File: src/rtl/bayer_mosaic_if.sv
// Pixel bus for bayer_mosaic: RGB video in, Bayer mosaic samples and line/frame stats out.
interface bayer_mosaic_if #(
  parameter int unsigned DATA_WIDTH = 10
);
  localparam int unsigned CNT_W = 12;

  logic                  vsync_i;
  logic                  de_i;
  logic [DATA_WIDTH-1:0] data_r_i;
  logic [DATA_WIDTH-1:0] data_g_i;
  logic [DATA_WIDTH-1:0] data_b_i;
  logic                  de_o;
  logic                  vsync_o;
  logic [DATA_WIDTH-1:0] data_o;
  logic [CNT_W-1:0]      line_length_o;
  logic [CNT_W-1:0]      frame_lines_o;
  logic                  length_err_o;

  modport master (
    output vsync_i, de_i, data_r_i, data_g_i, data_b_i,
    input  de_o, vsync_o, data_o, line_length_o, frame_lines_o, length_err_o
  );

  modport slave (
    input  vsync_i, de_i, data_r_i, data_g_i, data_b_i,
    output de_o, vsync_o, data_o, line_length_o, frame_lines_o, length_err_o
  );
endinterface

File: src/rtl/bayer_mosaic.sv
// Converts an RGB pixel stream to a single-channel Bayer mosaic, with line length
// and frame line-count monitoring.
module bayer_mosaic #(
  parameter int unsigned DATA_WIDTH      = 10,
  parameter int unsigned PATTERN         = 0,
  parameter int unsigned MAX_DATA_LENGTH = 640
) (
  input logic             clk,
  input logic             reset,
  bayer_mosaic_if.slave   pix_if
);

  localparam int unsigned CNT_W = 12;
  localparam logic [CNT_W-1:0] CNT_MAX  = {CNT_W{1'b1}};
  localparam logic [CNT_W-1:0] LINE_REF = CNT_W'(MAX_DATA_LENGTH);
  localparam logic [1:0]       R_POS    = 2'(PATTERN);
  localparam logic [1:0]       B_POS    = R_POS ^ 2'b11;

  logic                  vs_q, vs_d;
  logic                  de_q, de_d;
  logic                  col_q, col_d;
  logic                  row_q, row_d;
  logic [CNT_W-1:0]      pix_cnt_q, pix_cnt_d;
  logic [CNT_W-1:0]      line_cnt_q, line_cnt_d;
  logic [CNT_W-1:0]      line_len_q, line_len_d;
  logic [CNT_W-1:0]      frame_lines_q, frame_lines_d;
  logic                  err_q, err_d;
  logic                  de_out_q, de_out_d;
  logic                  vs_out_q, vs_out_d;
  logic [DATA_WIDTH-1:0] data_q, data_d;

  logic                  de_rise, de_fall, vs_rise;
  logic                  col_cur;
  logic [1:0]            site;
  logic [DATA_WIDTH-1:0] sel;
  logic [CNT_W-1:0]      lines_plus;

  function automatic logic [CNT_W-1:0] sat_inc(input logic [CNT_W-1:0] v);
    return (v == CNT_MAX) ? v : v + CNT_W'(1);
  endfunction

  // Edge detection against the registered input copies
  always_comb begin
    de_rise = pix_if.de_i & ~de_q;
    de_fall = ~pix_if.de_i & de_q;
    vs_rise = pix_if.vsync_i & ~vs_q;
  end

  // Colour site of the current pixel; R and B sit on opposite corners of the 2x2 tile
  always_comb begin
    col_cur    = de_rise ? 1'b0 : ~col_q;
    site       = {row_q, col_cur};
    lines_plus = sat_inc(line_cnt_q);
    if (site == R_POS) begin
      sel = pix_if.data_r_i;
    end else if (site == B_POS) begin
      sel = pix_if.data_b_i;
    end else begin
      sel = pix_if.data_g_i;
    end
  end

  // Next-state logic
  always_comb begin
    vs_d          = pix_if.vsync_i;
    de_d          = pix_if.de_i;
    col_d         = col_q;
    row_d         = row_q;
    pix_cnt_d     = pix_cnt_q;
    line_cnt_d    = line_cnt_q;
    line_len_d    = line_len_q;
    frame_lines_d = frame_lines_q;
    err_d         = err_q;
    de_out_d      = pix_if.de_i;
    vs_out_d      = pix_if.vsync_i;
    data_d        = '0;

    if (pix_if.de_i) begin
      col_d     = col_cur;
      pix_cnt_d = sat_inc(pix_cnt_q);
      data_d    = sel;
    end

    if (de_fall) begin
      line_len_d = pix_cnt_q;
      pix_cnt_d  = '0;
      line_cnt_d = lines_plus;
    end

    // Frame boundary takes priority over a row toggle; the line ending now still counts
    if (vs_rise) begin
      row_d         = 1'b0;
      frame_lines_d = de_fall ? lines_plus : line_cnt_q;
      line_cnt_d    = '0;
      err_d         = 1'b0;
    end else if (de_fall) begin
      row_d = ~row_q;
    end

    if (de_fall && (pix_cnt_q != LINE_REF)) begin
      err_d = 1'b1;
    end
  end

  always_ff @(posedge clk) begin
    if (reset) begin
      vs_q          <= 1'b0;
      de_q          <= 1'b0;
      col_q         <= 1'b0;
      row_q         <= 1'b0;
      pix_cnt_q     <= '0;
      line_cnt_q    <= '0;
      line_len_q    <= '0;
      frame_lines_q <= '0;
      err_q         <= 1'b0;
      de_out_q      <= 1'b0;
      vs_out_q      <= 1'b0;
      data_q        <= '0;
    end else begin
      vs_q          <= vs_d;
      de_q          <= de_d;
      col_q         <= col_d;
      row_q         <= row_d;
      pix_cnt_q     <= pix_cnt_d;
      line_cnt_q    <= line_cnt_d;
      line_len_q    <= line_len_d;
      frame_lines_q <= frame_lines_d;
      err_q         <= err_d;
      de_out_q      <= de_out_d;
      vs_out_q      <= vs_out_d;
      data_q        <= data_d;
    end
  end

  assign pix_if.de_o          = de_out_q;
  assign pix_if.vsync_o       = vs_out_q;
  assign pix_if.data_o        = data_q;
  assign pix_if.line_length_o = line_len_q;
  assign pix_if.frame_lines_o = frame_lines_q;
  assign pix_if.length_err_o  = err_q;

endmodule
File: src/flat_wrapper.sv
// flat-port wrapper written by rule: the top's interface ports become plain ports
module bayer_mosaic_flat 
#(
  parameter int unsigned DATA_WIDTH      = 10,
  parameter int unsigned PATTERN         = 0,
  parameter int unsigned MAX_DATA_LENGTH = 640
)
  (clk, reset, pix_if_vsync_i, pix_if_de_i, pix_if_data_r_i, pix_if_data_g_i, pix_if_data_b_i, pix_if_de_o, pix_if_vsync_o, pix_if_data_o, pix_if_line_length_o, pix_if_frame_lines_o, pix_if_length_err_o);
  bayer_mosaic_if #(.DATA_WIDTH(DATA_WIDTH)) pix_if_i ();
  input logic clk;
  input logic reset;
  input wire logic [$bits(pix_if_i.vsync_i)-1:0] pix_if_vsync_i;
  input wire logic [$bits(pix_if_i.de_i)-1:0] pix_if_de_i;
  input wire logic [$bits(pix_if_i.data_r_i)-1:0] pix_if_data_r_i;
  input wire logic [$bits(pix_if_i.data_g_i)-1:0] pix_if_data_g_i;
  input wire logic [$bits(pix_if_i.data_b_i)-1:0] pix_if_data_b_i;
  output wire logic [$bits(pix_if_i.de_o)-1:0] pix_if_de_o;
  output wire logic [$bits(pix_if_i.vsync_o)-1:0] pix_if_vsync_o;
  output wire logic [$bits(pix_if_i.data_o)-1:0] pix_if_data_o;
  output wire logic [$bits(pix_if_i.line_length_o)-1:0] pix_if_line_length_o;
  output wire logic [$bits(pix_if_i.frame_lines_o)-1:0] pix_if_frame_lines_o;
  output wire logic [$bits(pix_if_i.length_err_o)-1:0] pix_if_length_err_o;
  assign pix_if_i.vsync_i = pix_if_vsync_i;
  assign pix_if_i.de_i = pix_if_de_i;
  assign pix_if_i.data_r_i = pix_if_data_r_i;
  assign pix_if_i.data_g_i = pix_if_data_g_i;
  assign pix_if_i.data_b_i = pix_if_data_b_i;
  assign pix_if_de_o = pix_if_i.de_o;
  assign pix_if_vsync_o = pix_if_i.vsync_o;
  assign pix_if_data_o = pix_if_i.data_o;
  assign pix_if_line_length_o = pix_if_i.line_length_o;
  assign pix_if_frame_lines_o = pix_if_i.frame_lines_o;
  assign pix_if_length_err_o = pix_if_i.length_err_o;
  bayer_mosaic #(.DATA_WIDTH(DATA_WIDTH), .PATTERN(PATTERN), .MAX_DATA_LENGTH(MAX_DATA_LENGTH)) u_core (.clk(clk), .reset(reset), .pix_if(pix_if_i));
endmodule
File: config.mk
export PLATFORM = sky130hd
export DESIGN_NAME = bayer_mosaic_flat
export DESIGN_NICKNAME = d
export VERILOG_FILES = /design/src/rtl/bayer_mosaic_if.sv /design/src/rtl/bayer_mosaic.sv /design/src/flat_wrapper.sv
export SDC_FILE = /design/constraint.sdc
export NUM_CORES = 1
export LEC_CHECK = 0
export BUFFER_PORTS_ARGS = -buffer_cell sky130_fd_sc_hd__buf_4
export CAP_MARGIN = 5
export CORE_MARGIN = 2
export CORE_UTILIZATION = 30
export DETAILED_ROUTE_END_ITERATION = 10
export SETUP_SLACK_MARGIN = 0.4
export SLEW_MARGIN = 25
export SYNTH_ARGS = -nofsm -noshare
export SYNTH_HDL_FRONTEND = slang
export SYNTH_SLANG_ARGS = --single-unit
File: constraint.sdc
create_clock -name clk -period 2.2 [get_ports clk]
set_clock_uncertainty 0.05 [all_clocks]
set_input_delay 0.33 -clock clk [delete_from_list [all_inputs] [get_ports clk]]
set_output_delay 0.33 -clock clk [all_outputs]
set_load 0.005 [all_outputs]
==> impl_metrics.json <==
{
  "min_from": "pix_if_vsync_i",
  "cts_buffers": 9,
  "drive_above_1_share_pct": 26.8,
  "final_antenna_net_count": 0,
  "synthFlopType": "dfxtp_1",
  "dr.pass1.iters": 4,
  "min_path_type": "primary input to register",
  "worstPathCellList": "ha_2 > and3_1 > nand4_1 > or3_1 > a21oi_1",
  "hold_violations": 0,
  "synth_area_leaders": "dfxtp_1 (45%), nand2_1 (5.9%), mux2i_1 (5.7%)",
  "clk_pin_slew_worst_paths_ps": 70,
  "rows": 35,
  "irDropWorstVdd_v": 0.000343,
  "avgSynthCellArea_sq_um": 8.90,
  "synth_top_area_share_pct": 45.0,
  "yosysUniqueCellTypes": 57,
  "worst_slew_pin_slew_ps": 461,
  "antenna_found_initial": 0,
  "detailedPlace.worstSlack_ps": 506,
  "worstPathArrival_ps": 1880,
  "reg2reg_from": "u_core.pix_cnt_q[1]",
  "grt_max_degree": 24,
  "relSlewSlack_pct": 69.3,
  "drtIter0Drc": 90,
  "slowest_stage": "dfxtp_1",
  "post-cts-setup-buffer-count": 0,
  "synth_most_common_cell": "dfxtp_1",
  "viasPerCell": 5.03,
  "multi_input_area_sq_um": 1410,
  "cellLeakagePower_nw": 1.38,
  "finalNetCount": 418,
  "fmax_mhz": 597,
  "regToRegSetupSlack_ps": 520,
  "crit_fanout": 8,
  "grt_pass1_vias": 2336,
  "cts-root-buf": "clkbuf_8",
  "rsz0062_at_grt": "yes",
  "port_buffers": 70,
  "ioPinCount": 71,
  "nFillCells": 937,
  "drv_slew": 0,
  "synth-seq-cells": 63,
  "maxCapViolCount": 0,
  "post_drt_wl_per_cell_microns": 13.9,
  "num_antenna_cells": 0,
  "synth_cells": 315,
  "grt_pass1_wl_mm": 11.2,
  "htreeDepth": 3,
  "crit_buf_inv": 0,
  "area_growth_syn_to_layout_pct": 27.0,
  "yosysTopAreaCell": "dfxtp_1",
  "synth_edf_count": 0,
  "synth_warnings": 0,
  "status": "finished, final reports clean",
  "seqCellArea_sq_um": 1260,
  "drcViolationCount": 0,
  "finalCriticalPeriod_ps": 1680,
  "gp_congestion": 0.932,
  "cts_hold_buf": 0,
  "critical_path_class": "register to register",
  "cp_top_family": "simple AND/OR/NAND/NOR gates",
  "ys_seq_area_share_pct": 45.0,
  "setup_viol": 0,
  "clk_path_buf_depth": 2,
  "async_flop_share_pct": 0,
  "required_ps": 2410,
  "worstHoldPathCells": 2,
  "worstSkewPairLatency_ps": 340,
  "num_vias": 2497,
  "start_util_pct": 30.6,
  "grt_usage_pct": 13.9,
  "power_density_nw_per_um2": 619,
  "dieArea_sq_um": 10100,
  "coreArea_sq_um": 9150,
  "yosys-top-cells-count": "dfxtp_1 (63), nand2_1 (44), nor2_1 (32)",
  "dp_hpwl_mm": 4.91,
  "syn_nets": 352,
  "synth_area_sq_um": 2800,
  "crit_path_end_kind": "register",
  "gr-total-overflow": 0,
  "cts_tree": "yes",
  "wl_mm": 6.88,
  "setup_ws_ps": 525,
  "ctsResizeCount": 0,
  "die_y_microns": 101,
  "post-route-period-util_pct": 76.2,
  "crit_path_start_kind": "register",
  "reg2reg_depth": 5,
  "die_w_microns": 101,
  "min_to": "u_core.vs_q",
  "cpPeakStageDelay_ps": 400,
  "rr_endpoint": "u_core.pix_cnt_q[10]",
  "cts_num_sinks": 63,
  "setup_tns_ps": 0
}
-- layer usage --
| layer | routed length (microns) | up-vias | track usage, % |
|---|---|---|---|
| li1 | - | 1260 | - |
| met1 | 3170 | 1163 | 17.7 |
| met2 | 3240 | 67 | 22.3 |
| met3 | 371 | 7 | 4.58 |
| met4 | 96 | 0 | 4.53 |
| met5 | 0 | - | 0 |
-- where the power goes --
group	switching (W)	leakage [nW]	total [W]	internal, W
clock network	0.000419	0.0850	0.000846	0.000427
logic	0.0000895	0.783	0.000184	0.0000941
registers	0.0000129	0.510	0.00117	0.00116
total	0.000522	1.38	0.00220	0.00168
-- metrics by stage --
stage          hold WS [ps]  power [W]  std cells  instance area (sq um)  util (%)
2_1_floorplan           396    0.00129        315                   2800         -
3_3_place_gp            388    0.00138        481                   3390      37.1
3_5_place_dp            395    0.00139        481                   3390      37.1
4_1_cts                 164    0.00224        496                   3560      38.9
5_1_grt                 182    0.00231        496                   3560      38.9
6_report                177    0.00220        496                   3560      38.9
-- kinds of logic (layout without fill, tap and decap cells) --
logic type,count (synthesis),after routing,share of synthesized area [%]
AO/OA/AOI/OAI,66,66,16.9
AND/OR/NAND/NOR,131,131,23.0
multiplexers,17,17,6.11
buffers and inverters,27,97,5.18
adder cells (fa/ha/maj),3,3,1.34
XOR/XNOR,8,8,2.50
flip-flops,63,63,45.0
-- worst reg2reg max path, stage by stage (launching register included) --
cell	delay, ps
dfxtp_1	400
ha_2	300
and3_1	200
nand4_1	170
or3_1	350
a21oi_1	140
-- sequential cells by signal, summed over array words and instances, names as in the netlist --
signal and cells:
u_core.line_cnt_q 12, u_core.pix_cnt_q 12, u_core.pix_if.frame_lines_o 12, u_core.pix_if.line_length_o 12
u_core.pix_if.data_o 10, u_core.col_q 1, u_core.de_q 1, u_core.pix_if.length_err_o 1
u_core.row_q 1, u_core.vs_q 1
-- worst max-delay path by stage --
stage / startpoint / to / cells after the start
floorplan: u_core.pix_cnt_q[1] / u_core.pix_cnt_q[10] / 5
finish: u_core.pix_cnt_q[1] / u_core.pix_cnt_q[10] / 5
global route: u_core.pix_cnt_q[1] / u_core.pix_cnt_q[10] / 5
global placement: u_core.pix_cnt_q[1] / u_core.pix_cnt_q[10] / 5
detailed placement: u_core.pix_cnt_q[1] / u_core.pix_cnt_q[10] / 5
CTS: u_core.pix_cnt_q[1] / u_core.pix_cnt_q[10] / 5
-- cell usage in the layout (no fill, tap or decap), types with 2 or more instances in the layout --
| cell | count |
|---|---|
| a41oi_1 | 3 |
| nor2b_1 | 5 |
| a211oi_1 | 10 |
| and4_1 | 3 |
| or3_1 | 2 |
| nor3_1 | 5 |
| nand3_1 | 9 |
| nor2_1 | 32 |
| a21oi_1 | 19 |
| mux2i_1 | 16 |
| inv_1 | 7 |
| o31ai_1 | 4 |
| a22o_1 | 2 |
| clkinv_2 | 3 |
| clkbuf_8 | 10 |
| and2_1 | 2 |
| nand2_1 | 44 |
| xnor2_1 | 7 |
| buf_4 | 75 |
| nand4_1 | 10 |
| dfxtp_1 | 63 |
| nand2b_1 | 3 |
| ha_1 | 2 |
| o21ai_0 | 11 |
| nor4_1 | 2 |
| a31oi_1 | 3 |
-- layout make-up --
type                    instances  area share [%]
multi-input cells             225            39.5
inverters                       7           0.738
clock buffers                  11            3.97
well taps                     111            3.90
clock inverters                 4           0.633
flip-flops and latches         63            35.4
repair buffers                 75            15.8
Note: power is estimated with default switching activity, not from simulation.
